File: src/rtl/traffic_pkg.sv
// Shared state codes, lamp encodings and widths for the traffic light controller.
package traffic_pkg;

    localparam int unsigned STATE_W = 3;
    localparam int unsigned LAMP_W  = 3;

    typedef enum logic [STATE_W-1:0] {
        ST_NS_G  = 3'd0,
        ST_NS_Y  = 3'd1,
        ST_RED_A = 3'd2,
        ST_EW_G  = 3'd3,
        ST_EW_Y  = 3'd4,
        ST_RED_B = 3'd5,
        ST_WALK  = 3'd6,
        ST_BAD   = 3'd7
    } state_e;

    // Lamp bits are {R,Y,G}, exactly one lit.
    typedef logic [LAMP_W-1:0] lamp_t;

    localparam lamp_t LAMP_RED    = 3'b100;
    localparam lamp_t LAMP_YELLOW = 3'b010;
    localparam lamp_t LAMP_GREEN  = 3'b001;

endpackage

File: src/rtl/dff.sv
// Generic register with synchronous active-high reset to a parameterised value.
module dff #(
    parameter int unsigned                REGISTER_WIDTH = 1,
    parameter logic [REGISTER_WIDTH-1:0] RESET_VALUE    = '0
) (
    input  logic                      clk,
    input  logic                      rst,
    input  logic [REGISTER_WIDTH-1:0] d,
    output logic [REGISTER_WIDTH-1:0] q
);

    always_ff @(posedge clk) begin
        if (rst) q <= RESET_VALUE;
        else     q <= d;
    end

endmodule

File: src/rtl/phase_timer.sv
// Tick-driven phase timer: expires on the tick where the count reaches dur-1.
module phase_timer #(
    parameter int unsigned TIMER_WIDTH = 8
) (
    input  logic                   clk,
    input  logic                   rst,
    input  logic                   tick,
    input  logic                   clear,
    input  logic [TIMER_WIDTH-1:0] dur,
    output logic                   expire
);

    logic [TIMER_WIDTH-1:0] timer_q;
    logic [TIMER_WIDTH-1:0] timer_d;

    assign expire = tick && (timer_q == (dur - TIMER_WIDTH'(1)));

    // Expiry always precedes wrap for legal durations, so no saturation is needed.
    always_comb begin
        timer_d = timer_q;
        if (clear || expire) timer_d = '0;
        else if (tick)       timer_d = timer_q + TIMER_WIDTH'(1);
    end

    always_ff @(posedge clk) begin
        if (rst) timer_q <= '0;
        else     timer_q <= timer_d;
    end

endmodule

File: src/rtl/traffic_light_fsm.sv
// Two-way intersection controller with pedestrian phase and emergency preempt.
module traffic_light_fsm
    import traffic_pkg::*;
#(
    parameter int unsigned TIMER_WIDTH  = 8,
    parameter int unsigned GREEN_TICKS  = 20,
    parameter int unsigned YELLOW_TICKS = 4,
    parameter int unsigned ALLRED_TICKS = 2,
    parameter int unsigned WALK_TICKS   = 10
) (
    input  logic               clk,
    input  logic               rst,
    input  logic               tick,
    input  logic               ped_req,
    input  logic               emerg,
    output logic [LAMP_W-1:0]  ns_light,
    output logic [LAMP_W-1:0]  ew_light,
    output logic               walk,
    output logic [STATE_W-1:0] state
);

    localparam logic [TIMER_WIDTH-1:0] DUR_GREEN  = TIMER_WIDTH'(GREEN_TICKS);
    localparam logic [TIMER_WIDTH-1:0] DUR_YELLOW = TIMER_WIDTH'(YELLOW_TICKS);
    localparam logic [TIMER_WIDTH-1:0] DUR_ALLRED = TIMER_WIDTH'(ALLRED_TICKS);
    localparam logic [TIMER_WIDTH-1:0] DUR_WALK   = TIMER_WIDTH'(WALK_TICKS);

    logic [STATE_W-1:0]     state_raw;
    state_e                 state_q;
    state_e                 state_d;
    logic                   ped_pending_q;
    logic                   ped_pending_d;
    logic                   tmr_clear;
    logic                   expire;
    logic [TIMER_WIDTH-1:0] dur_c;

    dff #(
        .REGISTER_WIDTH (STATE_W),
        .RESET_VALUE    (ST_RED_B)
    ) u_state_reg (
        .clk (clk),
        .rst (rst),
        .d   (state_d),
        .q   (state_raw)
    );

    assign state_q = state_e'(state_raw);

    dff #(
        .REGISTER_WIDTH (1),
        .RESET_VALUE    (1'b0)
    ) u_pending_reg (
        .clk (clk),
        .rst (rst),
        .d   (ped_pending_d),
        .q   (ped_pending_q)
    );

    phase_timer #(
        .TIMER_WIDTH (TIMER_WIDTH)
    ) u_timer (
        .clk    (clk),
        .rst    (rst),
        .tick   (tick),
        .clear  (tmr_clear),
        .dur    (dur_c),
        .expire (expire)
    );

    // Duration of the phase currently being timed.
    always_comb begin
        dur_c = DUR_ALLRED;
        case (state_q)
            ST_NS_G, ST_EW_G: dur_c = DUR_GREEN;
            ST_NS_Y, ST_EW_Y: dur_c = DUR_YELLOW;
            ST_WALK:          dur_c = DUR_WALK;
            default:          dur_c = DUR_ALLRED;
        endcase
    end

    always_comb begin
        state_d   = state_q;
        tmr_clear = 1'b0;
        case (state_q)
            ST_NS_G: begin
                if (emerg) begin
                    state_d   = ST_NS_Y;
                    tmr_clear = 1'b1;
                end else if (expire) begin
                    state_d = ST_NS_Y;
                end
            end
            ST_NS_Y: if (expire) state_d = ST_RED_A;
            ST_RED_A: begin
                if (emerg)       tmr_clear = 1'b1;
                else if (expire) state_d   = ST_EW_G;
            end
            ST_EW_G: begin
                if (emerg) begin
                    state_d   = ST_EW_Y;
                    tmr_clear = 1'b1;
                end else if (expire) begin
                    state_d = ST_EW_Y;
                end
            end
            ST_EW_Y: if (expire) state_d = ST_RED_B;
            ST_RED_B: begin
                if (emerg)       tmr_clear = 1'b1;
                else if (expire) state_d   = ped_pending_q ? ST_WALK : ST_NS_G;
            end
            ST_WALK: begin
                if (emerg) begin
                    state_d   = ST_RED_B;
                    tmr_clear = 1'b1;
                end else if (expire) begin
                    state_d = ST_NS_G;
                end
            end
            default: begin
                state_d   = ST_RED_B;
                tmr_clear = 1'b1;
            end
        endcase

        // A new request on the WALK-entry edge survives for the next cycle.
        ped_pending_d = ped_pending_q;
        if (state_d == ST_WALK && state_q != ST_WALK) ped_pending_d = 1'b0;
        if (ped_req)                                  ped_pending_d = 1'b1;
    end

    // Moore decode of the state register only.
    always_comb begin
        ns_light = LAMP_RED;
        ew_light = LAMP_RED;
        walk     = 1'b0;
        state    = state_raw;
        case (state_q)
            ST_NS_G: ns_light = LAMP_GREEN;
            ST_NS_Y: ns_light = LAMP_YELLOW;
            ST_EW_G: ew_light = LAMP_GREEN;
            ST_EW_Y: ew_light = LAMP_YELLOW;
            ST_WALK: walk     = 1'b1;
            default: ;
        endcase
    end

endmodule

File: config.mk
export PLATFORM = sky130hd
export DESIGN_NAME = traffic_light_fsm
export DESIGN_NICKNAME = d
export VERILOG_FILES = /design/src/rtl/traffic_pkg.sv /design/src/rtl/dff.sv /design/src/rtl/phase_timer.sv /design/src/rtl/traffic_light_fsm.sv
export SDC_FILE = /design/constraint.sdc
export NUM_CORES = 1
export LEC_CHECK = 0
export CELL_PAD_IN_SITES_DETAIL_PLACEMENT = 0
export CELL_PAD_IN_SITES_GLOBAL_PLACEMENT = 1
export CORE_UTILIZATION = 36
export DETAILED_ROUTE_END_ITERATION = 10
export PLACE_DENSITY = 0.85
export SKIP_LAST_GASP = 1
export SLEW_MARGIN = 20
export SYNTH_ARGS = -nofsm -noshare
export SYNTH_HDL_FRONTEND = slang
export SYNTH_SLANG_ARGS = --single-unit
File: constraint.sdc
create_clock -name clk -period 1.8 [get_ports clk]
set_input_delay 0.18 -clock clk [delete_from_list [all_inputs] [get_ports clk]]
set_output_delay 0.18 -clock clk [all_outputs]
set_load 0.05 [all_outputs]
==> results of run 1 <==
==> cells by family after synthesis <==
group / synth area share
adders and majority gates: 0.0164
and+or+nand+nor: 0.309
DFF: 0.315
AOI/OAI and AO/OA: 0.161
muxes: 0.0394
buffers and inverters: 0.0443
xor gates and xnor gates: 0.115
==> flip-flops by register name (all words and copies together) (netlist names) <==
| register | count |
|---|---|
| u_pending_reg.q | 1 |
| u_timer.timer_q | 8 |
| u_state_reg.q | 3 |
==> Yosys cell counts, drive strengths merged, types with 2 or more instances <==
cell type,instances
a21oi,7
buf,4
clkbuf,2
dfxtp,12
mux2i,3
nand2,6
nand2b,4
nand3,2
nand4,2
nor2,15
nor3,4
o211ai,2
o21ai,2
or2,3
xnor2,3
xor2,7
==> power breakdown <==
part,internal (mW),switching (mW),leakage [nW]
Sequential,0.277,0.0188,0.0978
Clock,0.123,0.0851,0.0210
Combinational,0.111,0.160,0.282
Total,0.511,0.264,0.401
==> how the worst min path moves through the flow <==
stage / from / end / slack [ns]
global placement: u_timer.timer_q[7] / u_timer.timer_q[7] / 0.50
global route: ped_req / u_pending_reg.q / 0.51
CTS: ped_req / u_pending_reg.q / 0.50
detailed placement: u_timer.timer_q[7] / u_timer.timer_q[7] / 0.50
floorplan: rst / u_state_reg.q[1] / 0.24
finish: ped_req / u_pending_reg.q / 0.51
==> through the flow <==
step	area (µm²)	TNS [ns]	util	hold WS [ns]	instances
after global routing	1050	0	0.531	0.511	139
after CTS	1050	0	0.530	0.496	139
after floorplan	792	0	-	0.242	95
final	1050	0	0.531	0.506	139
after detailed placement	1010	-0.0504	0.511	0.502	135
after global placement	1010	0	0.511	0.497	135
==> layout by cell type (no fill, tap or decap), drive strengths merged, types with 2 or more instances in the layout <==
master	n
nand2b	4
nand2	6
buf	14
clkbuf	4
nand3	2
nor3	4
xor2	7
xnor2	3
o21ai	2
mux2i	3
dfxtp	12
nand4	2
clkdlybuf4s50	5
a21oi	7
or2	3
o211ai	2
nor2	15
==> final cells by class <==
cell class | instances | area share
Multi-Input combinational cell | 76 | 0.486
Clock buffer | 4 | 0.0345
Tap cell | 27 | 0.0321
Timing Repair Buffer | 19 | 0.207
Inverter | 1 | 0.00357
Sequential cell | 12 | 0.237
==> metal layers <==
metal / global-route usage / routed length [µm] / vias to the layer above / share of wire
li1: - / - / 373 / -
met1: 0.210 / 808 / 330 / 0.50
met2: 0.232 / 754 / 9 / 0.47
met3: 0.0566 / 51 / 0 / 0.032
met4: 0.0167 / 0 / 0 / 0
met5: 0 / 0 / - / 0
==> worst min-delay path, delay by kind of cell <==
| kind | cells | cell delay, ns |
|---|---|---|
| and+or+nand+nor | 2 | 0.14 |
| buffers and inverters | 1 | 0.42 |
==> repair_timing <==
| action | CTS | global route |
|---|---|---|
| endpoints found under the setup margin | 0 | 1 |
| resized for setup | 0 | 1 |
| endpoints found under the hold margin | 0 | 0 |
==> results_dict.tcl, run 1 <==
set metrics [dict create \
    finalCritPeriodShare 0.916 \
    period_needed_ns 1.65 \
    area_growth_pct 38.1 \
    ys_top_cells_by_area "dfxtp_1 (32%), xor2_1 (8.0%), nor2_1 (7.4%)" \
    cts.sinks 12 \
    crit_path_start "u_state_reg.q[0]" \
    finalHoldViolations 0 \
    finClkSkew_ns 0.00349 \
    place.gp.congestion 0.795 \
    drv_cap 0 \
    rrSetupSlack_ns 0.18 \
    die_x_um 48.0 \
    yosys.area.top_type "dfxtp_1" \
    critPathMaxStageDelay_ns 0.80 \
    portBuffers 14 \
    power_density_nw_per_um2 736 \
    crit_path_end_kind "output pin" \
    core_area_um2 1980 \
    pre_cts_slack_ns -0.0504 \
    clkLatencyLatePin_ns 0.27 \
    hpwl_um 1240 \
    total_power_mw 0.775 \
    num_vias 712 \
    drt-total-wl_um 1610 \
    drc_errors 0 \
    cts_buffers 3 \
    hold-path-cell-count 3 \
    die_area_um2 2300 \
    worst-path-buf-inv 1 \
    cts_tree "done" \
    timing.fmax_ghz 0.606 \
    required_ns 1.62 \
    initial_core_util 0.384 \
    async_flop_share 0 \
    yosysUniqueCellTypes 37 \
    n_fill_cell 191 \
    final_nets 119 \
    outcome "finished clean" \
    multiInputGateArea_um2 512 \
    tightest_slew_ns 0.485 \
    rsz0062_at_grt "no" \
    seq_area_um2 249 \
    setup_ws_ns 0.151 \
    yosys_warnings 0 \
    postCtsSetupBuffers 0 \
    leakagePower_nw 0.401 \
    yosysTopAreaCellShare 0.315 \
    ir_drop_mv 0.496 \
    finalMaxSlewViolations 0 \
    num_antenna_cells 0 \
    dr.first_iter.drc_count 14 \
    path_max_fanout 6 \
    drive_gt1_frac 0.268 \
    synth_area_um2 762 \
    syn_avg_cell_area_um2 8.02 \
    worstPathArrival_ns 1.47 \
    drt-pass1-iter-count 4 \
    crit_slowest_cell "clkdlybuf4s50_1" \
    grt_pass1_vias 575 \
    setup_viol 0 \
    syn_inst 95 \
    grt_usage 0.152 \
    min_path_type "primary input to flip-flop" \
    cp_top_family "buffers and inverters" \
    dieHeight_um 48.0 \
    clk_pin_slew_worst_paths_ns 0.07 \
    synth_edf_count 0 \
    cp-start-kind "flip-flop" \
    slew_headroom 0.675 \
    pin_count 15 \
    antenna_left 0 \
    overflow 0 \
    grt_max_degree 16 \
    clockBufferDepth 2 \
    cp-endpoint "state[0]" \
    vias_per_cell 5.12 \
    row_count 16 \
    hold_buffers 0 \
    syn_nets 101 \
    reg2reg_depth 5 \
    grt_pass1_wl_um 2450 \
    cp.depth 1 \
    ys_ff_latch 12 \
    rr_startpoint "u_timer.timer_q[2]" \
    synth_flop_cell "dfxtp_1" \
    antenna_found_initial 0 \
    rr_endpoint "u_state_reg.q[2]" \
    cts_root_buffer "clkbuf_4" \
    htreeDepth 1 \
    path_cells "clkdlybuf4s50_1" \
    wl_per_cell_um 11.6 \
    crit_type "flip-flop to output pin" \
    yosysSeqAreaShare 0.315 \
]
(Power assumes the default switching activity.)
==> run 2, diff against run 1 <==
--- a/config.mk
+++ b/config.mk
@@ -7,8 +7,11 @@
 export LEC_CHECK = 0
 export CELL_PAD_IN_SITES_DETAIL_PLACEMENT = 0
 export CELL_PAD_IN_SITES_GLOBAL_PLACEMENT = 1
+export CORE_MARGIN = 3
 export CORE_UTILIZATION = 36
+export CTS_BUF_LIST = sky130_fd_sc_hd__clkbuf_8 sky130_fd_sc_hd__clkbuf_16
 export DETAILED_ROUTE_END_ITERATION = 10
+export GPL_TIMING_DRIVEN = 0
 export PLACE_DENSITY = 0.85
 export SKIP_LAST_GASP = 1
 export SLEW_MARGIN = 20
==> run 2 against run 1 <==
Against the previous run:
- total power is 3.2% higher
- maximum frequency fell by 5.9%
- non-clock buffer count rose by 4
- die area up 17%
==> results_dict.tcl, run 2 (synthesis gave the netlist of run 1 again) <==
set metrics [dict create \
    outcome "finished clean" \
    die_area_um2 2700 \
    combPwrFrac 0.310 \
    leakagePower_nw 0.402 \
    multiInputGateArea_um2 517 \
    vias_per_cell 5.13 \
    pre_cts_slack_ns -0.172 \
    finalNonFillerCells 143 \
    grt_max_degree 11 \
    cts_tree "done" \
    rr_startpoint "u_state_reg.q[0]" \
    period_needed_ns 1.75 \
    p_seq_frac 0.369 \
    crit_path_end_kind "output pin" \
    initial_core_util 0.384 \
    whs_endpoint "u_timer.timer_q[7]" \
    setup_ws_ns 0.0480 \
    most-common-layout-cells "nor2_1 (11), dfxtp_1 (9), xor2_1 (7), a21oi_1 (7), clkdlybuf4s50_1 (7)" \
    core_area_um2 1980 \
    clk_pin_slew_worst_paths_ns 0.06 \
    pin_count 15 \
    dieHeight_um 52.0 \
    portBuffers 14 \
    antenna_found_initial 0 \
    overflow 0 \
    finalCritPeriodShare 0.973 \
    clkPwrFrac 0.321 \
    tightest_slew_ns 0.498 \
    power_density_nw_per_um2 781 \
    total_power_mw 0.799 \
    cp-start-kind "flip-flop" \
    path_max_fanout 10 \
    finClkSkew_ns 0.00434 \
    min_path_type "flip-flop to flip-flop" \
    dr.first_iter.drc_count 16 \
    drt-total-wl_um 1710 \
    place.gp.congestion 0.776 \
    num_antenna_cells 0 \
    required_ns 1.62 \
    rrSetupSlack_ns 0.11 \
    cts.sinks 12 \
    htreeDepth 1 \
    drive_gt1_frac 0.241 \
    wl_per_cell_um 12.0 \
    reg2reg_depth 6 \
    worstPathArrival_ns 1.57 \
    setup_viol 0 \
    regMostFlops "u_timer.timer_q" \
    worstHoldStart "u_timer.timer_q[7]" \
    crit_type "flip-flop to output pin" \
    num_vias 734 \
    finalMaxSlewViolations 0 \
    area_growth_pct 34.3 \
    seq_area_um2 246 \
    top_regs "u_timer.timer_q x8, u_state_reg.q x3, u_pending_reg.q x1" \
    rr_endpoint "u_state_reg.q[2]" \
    hold_slack_ns 0.511 \
    finalHoldViolations 0 \
    clockBufferDepth 2 \
    critPathMaxStageDelay_ns 0.38 \
    largest_reg_flops 8 \
    grt_usage 0.138 \
    ir_drop_mv 0.451 \
    drc_errors 0 \
    row_count 16 \
    layout_commonest_cell "nor2_1" \
    antenna_left 0 \
    cts_buffers 3 \
    p_int_mw 0.516 \
    hold_buffers 0 \
    drv_cap 0 \
    switching_power_mw 0.283 \
    n_fill_cell 191 \
    path_cells "buf_4 -> buf_2 -> nand2_1 -> nor2_4 -> nor2_1 -> clkdlybuf4s15_2" \
    place_inst 136 \
    hpwl_um 1210 \
    clkLatencyLatePin_ns 0.24 \
    drt-pass1-iter-count 4 \
    grt_pass1_wl_um 2740 \
    slew_headroom 0.667 \
    timing.fmax_ghz 0.571 \
    hold-path-cell-count 2 \
    grt_pass1_vias 598 \
    final_nets 123 \
    die_x_um 52.0 \
    power.share.switching 0.354 \
    crit_slowest_cell "clkdlybuf4s15_2" \
    cts_root_buffer "clkbuf_8" \
]
## run 2: cell count changes in the layout (fill, tap and decap cells not counted), moves of 2 or more
cell             previous run  this run
dlygate4sd2_1               0         2
clkdlybuf4s50_1             5         7
clkbuf_8                    1         3
clkbuf_1                    0         2
clkdlybuf4s15_2             0         2
buf_2                       0         4
clkbuf_2                    0         2
buf_12                      5         0
buf_4                       9         4
clkbuf_4                    3         0
## run 2: worst max-delay path by stage
stage,startpoint,endpoint,slack [ns],cells past startpoint
2_1_floorplan,u_state_reg.q[0],u_state_reg.q[2],0.005,6
3_3_place_gp,tick,u_state_reg.q[2],-0.22,6
4_1_cts,u_state_reg.q[2],ns_light[1],-0.12,4
3_5_place_dp,tick,u_state_reg.q[2],-0.17,6
6_report,u_state_reg.q[0],ew_light[2],0.05,6
5_1_grt,u_state_reg.q[0],ew_light[2],-0.009,6
## run 2: metrics by stage
| stage | utilization | setup TNS, ns | cell area, µm² |
|---|---|---|---|
| after floorplan | - | 0 | 792 |
| after global routing | 0.516 | -0.0136 | 1020 |
| after global placement | 0.487 | -1.69 | 966 |
| final | 0.516 | 0 | 1020 |
| after CTS | 0.509 | -0.119 | 1010 |
| after detailed placement | 0.487 | -1.53 | 966 |
## run 2: metal layers
metal,up-vias,track usage,share of wire
met5,-,0,0
met4,0,0.0524,0.012
met3,4,0.0430,0.047
met2,13,0.195,0.45
met1,339,0.193,0.49
li1,378,-,-
## run 2: worst max-delay path: cells and delay by family (launching register included)
kind / cells / cell delay (ns)
flip-flops: 1 / 0.33
buffers and inverters: 3 / 0.71
AND/OR/NAND/NOR: 3 / 0.28
## run 2: power by group through the flow
| stage | combinational, mW | clock [mW] | sequential (mW) |
|---|---|---|---|
| floorplan | 0.158 | 0 | 0.319 |
| finish | 0.247 | 0.257 | 0.295 |
| CTS | 0.242 | 0.263 | 0.295 |
| global route | 0.264 | 0.270 | 0.298 |
| detailed placement | 0.249 | 0 | 0.300 |
| global placement | 0.249 | 0 | 0.300 |
## run 2: repair_timing
item,4_1_cts,5_1_grt
endpoints found under the setup margin,7,4
pin swaps,0,1
setup buffers,0,3
gates resized for setup,13,7
## run 2: final cells by class
cell class | count | area share
Clock buffer | 3 | 0.0403
Multi-Input combinational cell | 76 | 0.505
Sequential cell | 12 | 0.241
Buffer | 6 | 0.0293
Inverter | 1 | 0.00367
Timing Repair Buffer | 17 | 0.144
Tap cell | 27 | 0.0330
Clock inverter | 1 | 0.00367
